### src/rtl/mpu_host_tx_if.sv
// rtl/mpu_host_tx_if.sv - Avalon-ST byte stream bundle between mpu_host_tx and eth_rx
//
// Purpose: carries one 8-bit Avalon-ST stream (ready latency 0) together with its
//          packet framing sidebands.
// Signals: data[7:0], valid, ready, startofpacket, endofpacket, error[5:0],
//          dsav (high while frame byte 0 or 1 is presented).
// Modports: master = stream source, slave = stream sink.

interface mpu_host_tx_if;
   logic [7:0] data;
   logic       valid;
   logic       ready;
   logic       startofpacket;
   logic       endofpacket;
   logic [5:0] error;
   logic       dsav;

   modport master (
      output data, valid, startofpacket, endofpacket, error, dsav,
      input  ready
   );

   modport slave (
      input  data, valid, startofpacket, endofpacket, error, dsav,
      output ready
   );
endinterface

### src/rtl/mpu_host_tx.sv
// rtl/mpu_host_tx.sv - MPU command frame transmitter onto an 8-bit Avalon-ST source
//
// Purpose: on start, latches the command header fields and streams a frame:
//          26-byte header, payload_len bytes pulled from pl_*, then zero padding
//          up to MIN_DATA bytes after the length field.
// Ports:   clk, rst (sync, active high)
//          start + header fields (cmd, buffer, buffer_a_idx, buffer_b_idx,
//          dim_x, dim_y, bias, activation, pooling, payload_len)
//          pl_data/pl_valid/pl_ready : upstream payload byte source
//          st (master)               : Avalon-ST output stream
//          busy, done, len_error     : status

module mpu_host_tx #(
   parameter logic [47:0] MAC_DEST    = 48'h0,
   parameter logic [47:0] MAC_SRC     = 48'h0,
   parameter int          MAX_PAYLOAD = 1486,
   parameter int          MIN_DATA    = 46
) (
   input  logic          clk,
   input  logic          rst,
   input  logic          start,
   input  logic [7:0]    cmd,
   input  logic [7:0]    buffer,
   input  logic [7:0]    buffer_a_idx,
   input  logic [7:0]    buffer_b_idx,
   input  logic [7:0]    dim_x,
   input  logic [7:0]    dim_y,
   input  logic [31:0]   bias,
   input  logic [7:0]    activation,
   input  logic [7:0]    pooling,
   input  logic [10:0]   payload_len,
   input  logic [7:0]    pl_data,
   input  logic          pl_valid,
   output logic          pl_ready,
   mpu_host_tx_if.master st,
   output logic          busy,
   output logic          done,
   output logic          len_error
);

   typedef enum logic [2:0] {IDLE, HEADER, PAYLOAD, PAD, LAST} state_t;

   localparam logic [10:0] MAX_LEN = 11'(MAX_PAYLOAD);
   localparam logic [11:0] MIN_TOT = 12'(MIN_DATA);

   state_t      state;
   logic [4:0]  hdr_idx;   // index of the next header byte to load
   logic [10:0] pl_cnt;
   logic [11:0] pad_cnt;

   logic [7:0]  cmd_q, buffer_q, a_idx_q, b_idx_q, dim_x_q, dim_y_q, act_q, pool_q;
   logic [31:0] bias_q;
   logic [10:0] len_q;

   logic [11:0] tot;
   logic [11:0] pad_total;
   logic [15:0] len_field;
   logic [7:0]  hdr_byte;
   logic        ld;

   // Output register may take a new byte when it is empty or being consumed.
   assign ld        = !st.valid || st.ready;
   assign tot       = 12'd12 + {1'b0, len_q};
   assign pad_total = (tot < MIN_TOT) ? (MIN_TOT - tot) : 12'd0;
   assign len_field = {4'd0, tot};
   assign pl_ready  = !rst && (state == PAYLOAD) && ld;
   assign st.error  = 6'd0;

   always_comb begin
      hdr_byte = 8'd0;
      case (hdr_idx)
         5'd0:  hdr_byte = MAC_DEST[47:40];
         5'd1:  hdr_byte = MAC_DEST[39:32];
         5'd2:  hdr_byte = MAC_DEST[31:24];
         5'd3:  hdr_byte = MAC_DEST[23:16];
         5'd4:  hdr_byte = MAC_DEST[15:8];
         5'd5:  hdr_byte = MAC_DEST[7:0];
         5'd6:  hdr_byte = MAC_SRC[47:40];
         5'd7:  hdr_byte = MAC_SRC[39:32];
         5'd8:  hdr_byte = MAC_SRC[31:24];
         5'd9:  hdr_byte = MAC_SRC[23:16];
         5'd10: hdr_byte = MAC_SRC[15:8];
         5'd11: hdr_byte = MAC_SRC[7:0];
         5'd12: hdr_byte = len_field[15:8];
         5'd13: hdr_byte = len_field[7:0];
         5'd14: hdr_byte = cmd_q;
         5'd15: hdr_byte = buffer_q;
         5'd16: hdr_byte = a_idx_q;
         5'd17: hdr_byte = b_idx_q;
         5'd18: hdr_byte = dim_x_q;
         5'd19: hdr_byte = dim_y_q;
         5'd20: hdr_byte = bias_q[31:24];
         5'd21: hdr_byte = bias_q[23:16];
         5'd22: hdr_byte = bias_q[15:8];
         5'd23: hdr_byte = bias_q[7:0];
         5'd24: hdr_byte = act_q;
         5'd25: hdr_byte = pool_q;
         default: hdr_byte = 8'd0;
      endcase
   end

   always_ff @(posedge clk) begin
      if (rst) begin
         state            <= IDLE;
         hdr_idx          <= 5'd0;
         pl_cnt           <= 11'd0;
         pad_cnt          <= 12'd0;
         st.data          <= 8'd0;
         st.valid         <= 1'b0;
         st.startofpacket <= 1'b0;
         st.endofpacket   <= 1'b0;
         st.dsav          <= 1'b0;
         busy             <= 1'b0;
         done             <= 1'b0;
         len_error        <= 1'b0;
         cmd_q            <= 8'd0;
         buffer_q         <= 8'd0;
         a_idx_q          <= 8'd0;
         b_idx_q          <= 8'd0;
         dim_x_q          <= 8'd0;
         dim_y_q          <= 8'd0;
         bias_q           <= 32'd0;
         act_q            <= 8'd0;
         pool_q           <= 8'd0;
         len_q            <= 11'd0;
      end else begin
         done      <= 1'b0;
         len_error <= 1'b0;
         case (state)
            IDLE: begin
               if (start) begin
                  cmd_q    <= cmd;
                  buffer_q <= buffer;
                  a_idx_q  <= buffer_a_idx;
                  b_idx_q  <= buffer_b_idx;
                  dim_x_q  <= dim_x;
                  dim_y_q  <= dim_y;
                  bias_q   <= bias;
                  act_q    <= activation;
                  pool_q   <= pooling;
                  len_q    <= payload_len;
                  if (payload_len > MAX_LEN) begin
                     len_error <= 1'b1;
                  end else begin
                     // Byte 0 depends only on MAC_DEST, so it is loaded directly.
                     state            <= HEADER;
                     busy             <= 1'b1;
                     hdr_idx          <= 5'd1;
                     pl_cnt           <= 11'd0;
                     pad_cnt          <= 12'd0;
                     st.data          <= MAC_DEST[47:40];
                     st.valid         <= 1'b1;
                     st.startofpacket <= 1'b1;
                     st.dsav          <= 1'b1;
                     st.endofpacket   <= 1'b0;
                  end
               end
            end
            HEADER: begin
               if (ld) begin
                  st.data          <= hdr_byte;
                  st.valid         <= 1'b1;
                  st.startofpacket <= 1'b0;
                  st.dsav          <= (hdr_idx == 5'd1);
                  st.endofpacket   <= 1'b0;
                  hdr_idx          <= hdr_idx + 5'd1;
                  if (hdr_idx == 5'd25) begin
                     if (len_q != 11'd0) begin
                        state <= PAYLOAD;
                     end else if (pad_total != 12'd0) begin
                        state <= PAD;
                     end else begin
                        state          <= LAST;
                        st.endofpacket <= 1'b1;
                     end
                  end
               end
            end
            PAYLOAD: begin
               if (ld) begin
                  st.startofpacket <= 1'b0;
                  st.dsav          <= 1'b0;
                  st.endofpacket   <= 1'b0;
                  if (pl_valid) begin
                     st.data  <= pl_data;
                     st.valid <= 1'b1;
                     pl_cnt   <= pl_cnt + 11'd1;
                     if (pl_cnt + 11'd1 == len_q) begin
                        if (pad_total != 12'd0) begin
                           state <= PAD;
                        end else begin
                           state          <= LAST;
                           st.endofpacket <= 1'b1;
                        end
                     end
                  end else begin
                     st.valid <= 1'b0;   // upstream bubble
                  end
               end
            end
            PAD: begin
               if (ld) begin
                  st.data          <= 8'd0;
                  st.valid         <= 1'b1;
                  st.startofpacket <= 1'b0;
                  st.dsav          <= 1'b0;
                  st.endofpacket   <= 1'b0;
                  pad_cnt          <= pad_cnt + 12'd1;
                  if (pad_cnt + 12'd1 == pad_total) begin
                     state          <= LAST;
                     st.endofpacket <= 1'b1;
                  end
               end
            end
            LAST: begin
               // Final byte is on the bus; wait for it to be taken.
               if (st.ready) begin
                  st.data        <= 8'd0;
                  st.valid       <= 1'b0;
                  st.endofpacket <= 1'b0;
                  busy           <= 1'b0;
                  done           <= 1'b1;
                  state          <= IDLE;
               end
            end
            default: state <= IDLE;
         endcase
      end
   end

endmodule

### src/flat_wrapper.sv
// flat-port wrapper written by rule: the top's interface ports become plain ports
module mpu_host_tx_flat 
#(
   parameter logic [47:0] MAC_DEST    = 48'h0,
   parameter logic [47:0] MAC_SRC     = 48'h0,
   parameter int          MAX_PAYLOAD = 1486,
   parameter int          MIN_DATA    = 46
)
  (clk, rst, start, cmd, buffer, buffer_a_idx, buffer_b_idx, dim_x, dim_y, bias, activation, pooling, payload_len, pl_data, pl_valid, pl_ready, busy, done, len_error, st_data, st_valid, st_startofpacket, st_endofpacket, st_error, st_dsav, st_ready);
  mpu_host_tx_if st_i ();
  input  logic clk;
  input  logic rst;
  input  logic start;
  input  logic [7:0] cmd;
  input  logic [7:0] buffer;
  input  logic [7:0] buffer_a_idx;
  input  logic [7:0] buffer_b_idx;
  input  logic [7:0] dim_x;
  input  logic [7:0] dim_y;
  input  logic [31:0] bias;
  input  logic [7:0] activation;
  input  logic [7:0] pooling;
  input  logic [10:0] payload_len;
  input  logic [7:0] pl_data;
  input  logic pl_valid;
  output logic pl_ready;
  output logic busy;
  output logic done;
  output logic len_error;
  output wire logic [$bits(st_i.data)-1:0] st_data;
  output wire logic [$bits(st_i.valid)-1:0] st_valid;
  output wire logic [$bits(st_i.startofpacket)-1:0] st_startofpacket;
  output wire logic [$bits(st_i.endofpacket)-1:0] st_endofpacket;
  output wire logic [$bits(st_i.error)-1:0] st_error;
  output wire logic [$bits(st_i.dsav)-1:0] st_dsav;
  input wire logic [$bits(st_i.ready)-1:0] st_ready;
  assign st_data = st_i.data;
  assign st_valid = st_i.valid;
  assign st_startofpacket = st_i.startofpacket;
  assign st_endofpacket = st_i.endofpacket;
  assign st_error = st_i.error;
  assign st_dsav = st_i.dsav;
  assign st_i.ready = st_ready;
  mpu_host_tx #(.MAC_DEST(MAC_DEST), .MAC_SRC(MAC_SRC), .MAX_PAYLOAD(MAX_PAYLOAD), .MIN_DATA(MIN_DATA)) u_core (.clk(clk), .rst(rst), .start(start), .cmd(cmd), .buffer(buffer), .buffer_a_idx(buffer_a_idx), .buffer_b_idx(buffer_b_idx), .dim_x(dim_x), .dim_y(dim_y), .bias(bias), .activation(activation), .pooling(pooling), .payload_len(payload_len), .pl_data(pl_data), .pl_valid(pl_valid), .pl_ready(pl_ready), .st(st_i), .busy(busy), .done(done), .len_error(len_error));
endmodule
### config.mk
export PLATFORM = sky130hd
export DESIGN_NAME = mpu_host_tx_flat
export DESIGN_NICKNAME = d
export VERILOG_FILES = /design/src/rtl/mpu_host_tx_if.sv /design/src/rtl/mpu_host_tx.sv /design/src/flat_wrapper.sv
export SDC_FILE = /design/constraint.sdc
export NUM_CORES = 1
export LEC_CHECK = 0
export ABC_AREA = 1
export CAP_MARGIN = 10
export CELL_PAD_IN_SITES_DETAIL_PLACEMENT = 0
export CELL_PAD_IN_SITES_GLOBAL_PLACEMENT = 1
export CORE_AREA = 5 5 132 166
export DETAILED_ROUTE_END_ITERATION = 16
export DIE_AREA = 0 0 137 171
export PLACE_DENSITY_LB_ADDON = 0.1
export SLEW_MARGIN = 10
export SYNTH_ARGS = -nofsm -noshare
export SYNTH_HDL_FRONTEND = slang
export SYNTH_SLANG_ARGS = --single-unit
### constraint.sdc
create_clock -name clk -period 5.8 [get_ports clk]
set_clock_uncertainty 0.1 [all_clocks]
set_input_delay 1.16 -clock clk [delete_from_list [all_inputs] [get_ports clk]]
set_output_delay 1.16 -clock clk [all_outputs]
set_load 0.01 [all_outputs]
==> impl_metrics.json, run 1 <==
{
  "r2r_start": "u_core.state[2]$_SDFFE_PP0P_",
  "dpl.hpwl_um": 20310,
  "crit_fanout": 12,
  "diodes": 0,
  "worstPathArrival_ns": 2.80,
  "cap_viol_max_count": 0,
  "rsz0062_at_grt": "no",
  "io_buffers": 135,
  "initial_utilization_pct": 40.01,
  "syn_avg_cell_area_um2": 6.730,
  "yosysUniqueCellTypes": 46,
  "worstHoldPathType": "flip-flop to flip-flop",
  "postRouteWirelength_um": 26300,
  "path_cells": "nor2_1, inv_1, nor2_1, inv_1, nor3_1, clkdlybuf4s50_1",
  "die_width_um": 137,
  "cts_tree": "built",
  "grt_pass1_wl_um": 41080,
  "cts_buffers": 17,
  "slew_violations": 0,
  "post-route-util_pct": 50.33,
  "synth_area_leaders": "dfxtp_1 38%, nand2_1 14%, a21oi_1 9.2%",
  "outcome": "finished, final reports clean",
  "setup_viol": 0,
  "fin_total_pwr_uw": 4108,
  "r2r_cells": 11,
  "antenna_found_initial": 0,
  "synthArstFlopShare_pct": 0,
  "fin_crit_sh_pct": 70.00,
  "placed_cells": 1564,
  "layout_min_cycle_time_ns": 4.060,
  "max-vdd-ir-drop_mv": 0.2089,
  "criticalPathCategory": "flip-flop to output pin",
  "die_y_um": 171,
  "p_leak_uw": 0.004022,
  "fin_nets": 1441,
  "synth_most_common_cell": "nand2_1",
  "dieArea_um2": 23430,
  "core-area_um2": 20300,
  "clock_latency_ns": 0.43,
  "cts_setup_buffers": 0,
  "hold_viol": 0,
  "critPathSlowestCell": "nor2_1",
  "hold_buffers": 0,
  "fin_hold_ws_ns": 0.3463,
  "drc_errors": 0,
  "worstPathRequired_ns": 4.54,
  "ys_ff_latch": 153,
  "area_growth_pct": 25.79,
  "power.density_nw_per_um2": 402.0,
  "critical_path.endpoint": "pl_ready",
  "fmax_ghz": 0.2463,
  "synth-seq-area-share_pct": 37.71,
  "grt_pass1_vias": 7790,
  "wl_per_cell_um": 16.48,
  "overflow": 0,
  "reg2reg_slack_ns": 2.75,
  "clk_path_buf_depth": 2,
  "first_iter_violations": 469,
  "grt_max_degree": 71,
  "antenna_left": 0,
  "place_congestion": 0.8577,
  "synth_edf_count": 0,
  "relSlewSlack_pct": 30.72,
  "vias": 8164,
  "netlist.area_leader.share_pct": 37.71,
  "end_kind": "output pin",
  "synthCells": 1207,
  "ys_warn_count": 0,
  "startpoint": "u_core.state[2]$_SDFFE_PP0P_",
  "tns_ns": 0,
  "ios": 142,
  "cpPeakStageDelay_ns": 0.58,
  "cts.repair.resized": 0,
  "drive_gt1_share_pct": 6.278,
  "grt_use_total_pct": 22.55,
  "final_cells": 1596,
  "clockRootBuffer": "clkbuf_16",
  "cp-start-kind": "flip-flop",
  "core.rowCount": 59,
  "tightest_slew_ns": 1.035,
  "clock_sinks": 153,
  "synth.largest_area_cell": "dfxtp_1",
  "vias_per_cell": 5.115,
  "drt_pass1_iterations": 5,
  "synthTopCellsByCount": "295 x nand2_1, 153 x dfxtp_1, 149 x a21oi_1",
  "synth.cell_area_um2": 8123,
  "synthFlopType": "dfxtp_1",
  "timing.rr.end": "u_core.pl_cnt[4]$_SDFFE_PP0P_",
  "clkTransAtPathRegs_ns": 0.07,
  "h-tree-depth": 4
}
[kinds of logic (layout without fill, tap and decap cells)]
| family | Yosys count | count (layout) | synth area share (%) |
|---|---|---|---|
| simple gates | 562 | 562 | 30.98 |
| compound gates | 264 | 264 | 17.79 |
| buf+inv | 198 | 308 | 9.797 |
| flops | 153 | 153 | 37.71 |
| xor+xnor | 17 | 17 | 1.833 |
| fa+ha+maj | 12 | 12 | 1.848 |
| other cells | 1 | 6 | 0.04617 |
[final cells by class]
class                           instances  area (um2)
Fill cell                            2131       10080
Multi-Input combinational cell        861        4298
Sequential cell                       153        3063
Timing Repair Buffer                  142        1396
Inverter                              134       503.0
Clock buffer                           18       439.2
Tap cell                              274       342.8
Clock inverter                         14       175.2
[where the power goes]
| part | total [uW] | internal, uW | switching, uW |
|---|---|---|---|
| logic | 1520 | 517 | 1000 |
| clock network | 1160 | 665 | 494 |
| registers | 1430 | 1280 | 151 |
[per-stage QoR]
step / worst slack [ns] / instance area, um2
final: 1.740 / 10220
after global routing: 1.482 / 10220
after CTS: 1.652 / 10220
after detailed placement: 1.796 / 9603
after global placement: 1.836 / 9603
after floorplan: 2.877 / 8142
[layout by cell type, fill, tap and decap left out, drive strengths merged, types with 4 or more instances in the layout]
cell type      synthesis  routed
o22ai                 11      11
ha                    12      12
nor3                  12      12
o2111ai                5       5
inv                  133     141
nand4                 30      30
nor4                   6       6
a211oi                 5       5
a21oi                151     151
o21ai                 69      69
conb                   1       6
or2                    4       4
dfxtp                153     153
clkbuf                46      18
a221oi                 6       6
nand2                308     308
xor2                  14      14
buf                   18       9
nor2                  72      72
o211ai                 4       4
clkdlybuf4s50          0     133
nand3                128     128
[layer usage]
| layer | up-vias | share of wire, % | GRT usage [%] |
|---|---|---|---|
| met5 | - | 0 | 0 |
| met4 | 0 | 2.9 | 9.028 |
| met3 | 38 | 3.1 | 3.324 |
| met2 | 156 | 54 | 41.17 |
| met1 | 3763 | 40 | 26.17 |
| li1 | 4207 | - | - |
[sequential cells by signal, indices dropped and copies added, names as in the netlist]
register	cells
u_core.a_idx_q	8
u_core.act_q	8
u_core.b_idx_q	8
u_core.bias_q	32
u_core.buffer_q	8
u_core.busy	1
u_core.cmd_q	8
u_core.dim_x_q	8
u_core.dim_y_q	8
u_core.done	1
u_core.hdr_idx	5
u_core.len_error	1
u_core.len_q	11
u_core.pad_cnt	12
u_core.pl_cnt	11
u_core.pool_q	8
u_core.st.data	8
u_core.st.dsav	1
u_core.st.endofpacket	1
u_core.st.startofpacket	1
u_core.st.valid	1
u_core.state	3
[how the worst min path moves through the flow]
stage,startpoint,endpoint,depth (start not counted)
final,u_core.st.data[7]$_SDFFE_PP0P_,u_core.st.data[7]$_SDFFE_PP0P_,2
after detailed placement,u_core.st.data[7]$_SDFFE_PP0P_,u_core.st.data[7]$_SDFFE_PP0P_,2
after floorplan,u_core.a_idx_q[7]$_SDFFE_PP0P_,u_core.a_idx_q[7]$_SDFFE_PP0P_,2
after CTS,u_core.st.data[7]$_SDFFE_PP0P_,u_core.st.data[7]$_SDFFE_PP0P_,2
after global placement,u_core.st.data[7]$_SDFFE_PP0P_,u_core.st.data[7]$_SDFFE_PP0P_,2
after global routing,u_core.st.data[4]$_SDFFE_PP0P_,u_core.st.data[4]$_SDFFE_PP0P_,2
[critical path, delay by kind of cell, from the launching register on]
kind                   cells  cell delay, ns
DFF                        1            0.40
and+or+nand+nor            3            1.01
buffers and inverters      3            0.96
Note: power is estimated with default switching activity, not from simulation.
==> run 2, diff against run 1 <==
Settings changed: CORE_AREA 5 5 132 166 to 5 5 137 172, DIE_AREA 0 0 137 171 to 0 0 142 177.
Clock period 5.8 ns to 4 ns, I/O delays scaled along.
==> impl_metrics.json, run 2 (synthesis gave the netlist of run 1 again) <==
{
  "vias_per_cell": 5.087,
  "fin_total_pwr_uw": 6033,
  "criticalPathCategory": "flip-flop to output pin",
  "largest-register": "u_core.bias_q",
  "antenna_found_initial": 0,
  "diodes": 0,
  "largest_register_ffs": 32,
  "cts_buffers": 17,
  "rsz0062_at_grt": "no",
  "cts_tree": "built",
  "ios": 142,
  "cpPeakStageDelay_ns": 0.57,
  "place_area_um2": 9634,
  "fin_nets": 1442,
  "dieArea_um2": 25130,
  "hold_depth": 2,
  "slew_violations": 0,
  "min_to": "u_core.bias_q[17]$_SDFFE_PP0P_",
  "vias": 8165,
  "fin_hold_ws_ns": 0.3530,
  "dpl.hpwl_um": 20560,
  "die_width_um": 142,
  "clockRootBuffer": "clkbuf_16",
  "reg2reg_slack_ns": 0.95,
  "wl_per_cell_um": 16.96,
  "r2r_start": "u_core.len_q[2]$_SDFFE_PP0P_",
  "final_common_cell": "nand2_1",
  "clkTransAtPathRegs_ns": 0.07,
  "outcome": "finished, final reports clean",
  "worstPathRequired_ns": 3.10,
  "h-tree-depth": 4,
  "postRouteWirelength_um": 27220,
  "die_y_um": 177,
  "cp-start-kind": "flip-flop",
  "core.rowCount": 61,
  "max-vdd-ir-drop_mv": 0.2892,
  "antenna_left": 0,
  "tightest_slew_ns": 1.030,
  "layout_min_cycle_time_ns": 3.231,
  "power.density_nw_per_um2": 588.0,
  "path_cells": "nor2_1, inv_1, nor2_1, buf_4, inv_1, nor3_1, clkdlybuf4s50_1",
  "p_leak_uw": 0.004044,
  "relSlewSlack_pct": 31.05,
  "placed_cells": 1574,
  "cap_viol_max_count": 0,
  "place_congestion": 0.8124,
  "grt_pass1_wl_um": 42210,
  "initial_utilization_pct": 37.21,
  "overflow": 0,
  "stdcell_area_um2": 10260,
  "end_kind": "output pin",
  "crit_fanout": 12,
  "final_cell_mix": "294 x nand2_1, 153 x dfxtp_1, 149 x a21oi_1",
  "clock_sinks": 153,
  "hold_viol": 0,
  "fmax_ghz": 0.3095,
  "drc_errors": 0,
  "final_cells": 1605,
  "tns_ns": 0,
  "clock_latency_ns": 0.42,
  "worstPathArrival_ns": 2.33,
  "cts.repair.resized": 0,
  "first_iter_violations": 483,
  "io_buffers": 135,
  "largest_registers": "u_core.bias_q (32), u_core.pad_cnt (12)",
  "cts_setup_buffers": 0,
  "grt_pass1_vias": 7925,
  "area_growth_pct": 26.32,
  "hold_start": "u_core.bias_q[17]$_SDFFE_PP0P_",
  "worstHoldPathType": "flip-flop to flip-flop",
  "drive_gt1_share_pct": 6.278,
  "fin_crit_sh_pct": 80.76,
  "drt_pass1_iterations": 5,
  "grt_use_total_pct": 21.33,
  "timing.rr.end": "u_core.state[0]$_SDFFE_PP0P_",
  "clk_path_buf_depth": 2,
  "grt_max_degree": 90,
  "core-area_um2": 21830,
  "r2r_cells": 20,
  "critPathSlowestCell": "clkdlybuf4s50_1",
  "hold_buffers": 0,
  "setup_viol": 0
}
## run 2: through the flow
stage                     util, %  setup WS [ns]
final                       47.01         0.7694
after global routing        47.01         0.6425
after CTS                   47.01         0.7565
after detailed placement    44.14         0.6218
after global placement      44.14         0.6712
after floorplan                 -          1.597
## run 2: final cells by class
class                           count  area, um2
Fill cell                        2382      11570
Multi-Input combinational cell    861       4298
Sequential cell                   153       3063
Timing Repair Buffer              143       1416
Inverter                          134      503.0
Clock buffer                       20      466.7
Tap cell                          283      354.1
Clock inverter                     11      160.2
## run 2: layer usage
layer,global-route usage (%),part of all wire [%],wire [um]
met2,39.70,54,14600
met3,3.243,3.2,863
met4,6.360,2.2,598
met5,0,0,0
met1,24.93,41,11160
## run 2: critical path, delay by kind of cell, from the launching register on
family | cells | cell delay [ns]
AND/OR/NAND/NOR | 3 | 0.51
buffers and inverters | 4 | 0.99
flip-flops | 1 | 0.41
## run 2: worst max path at each step
stage	startpoint	endpoint	slack, ns	depth (start not counted)
floorplan	u_core.len_q[2]$_SDFFE_PP0P_	u_core.state[0]$_SDFFE_PP0P_	1.60	20
global placement	payload_len[4]	u_core.st.data[3]$_SDFFE_PP0P_	0.67	12
detailed placement	payload_len[4]	u_core.st.data[7]$_SDFFE_PP0P_	0.62	12
CTS	u_core.state[2]$_SDFFE_PP0P_	pl_ready	0.76	7
global route	u_core.len_q[2]$_SDFFE_PP0P_	u_core.state[0]$_SDFFE_PP0P_	0.64	20
finish	u_core.state[2]$_SDFFE_PP0P_	pl_ready	0.77	7
## run 2: power breakdown
part           internal (uW)  total, uW  switching [uW]
combinational            766       2240            1480
sequential              1850       2080             221
clock                   1040       1720             675
total                   3660       6030            2370
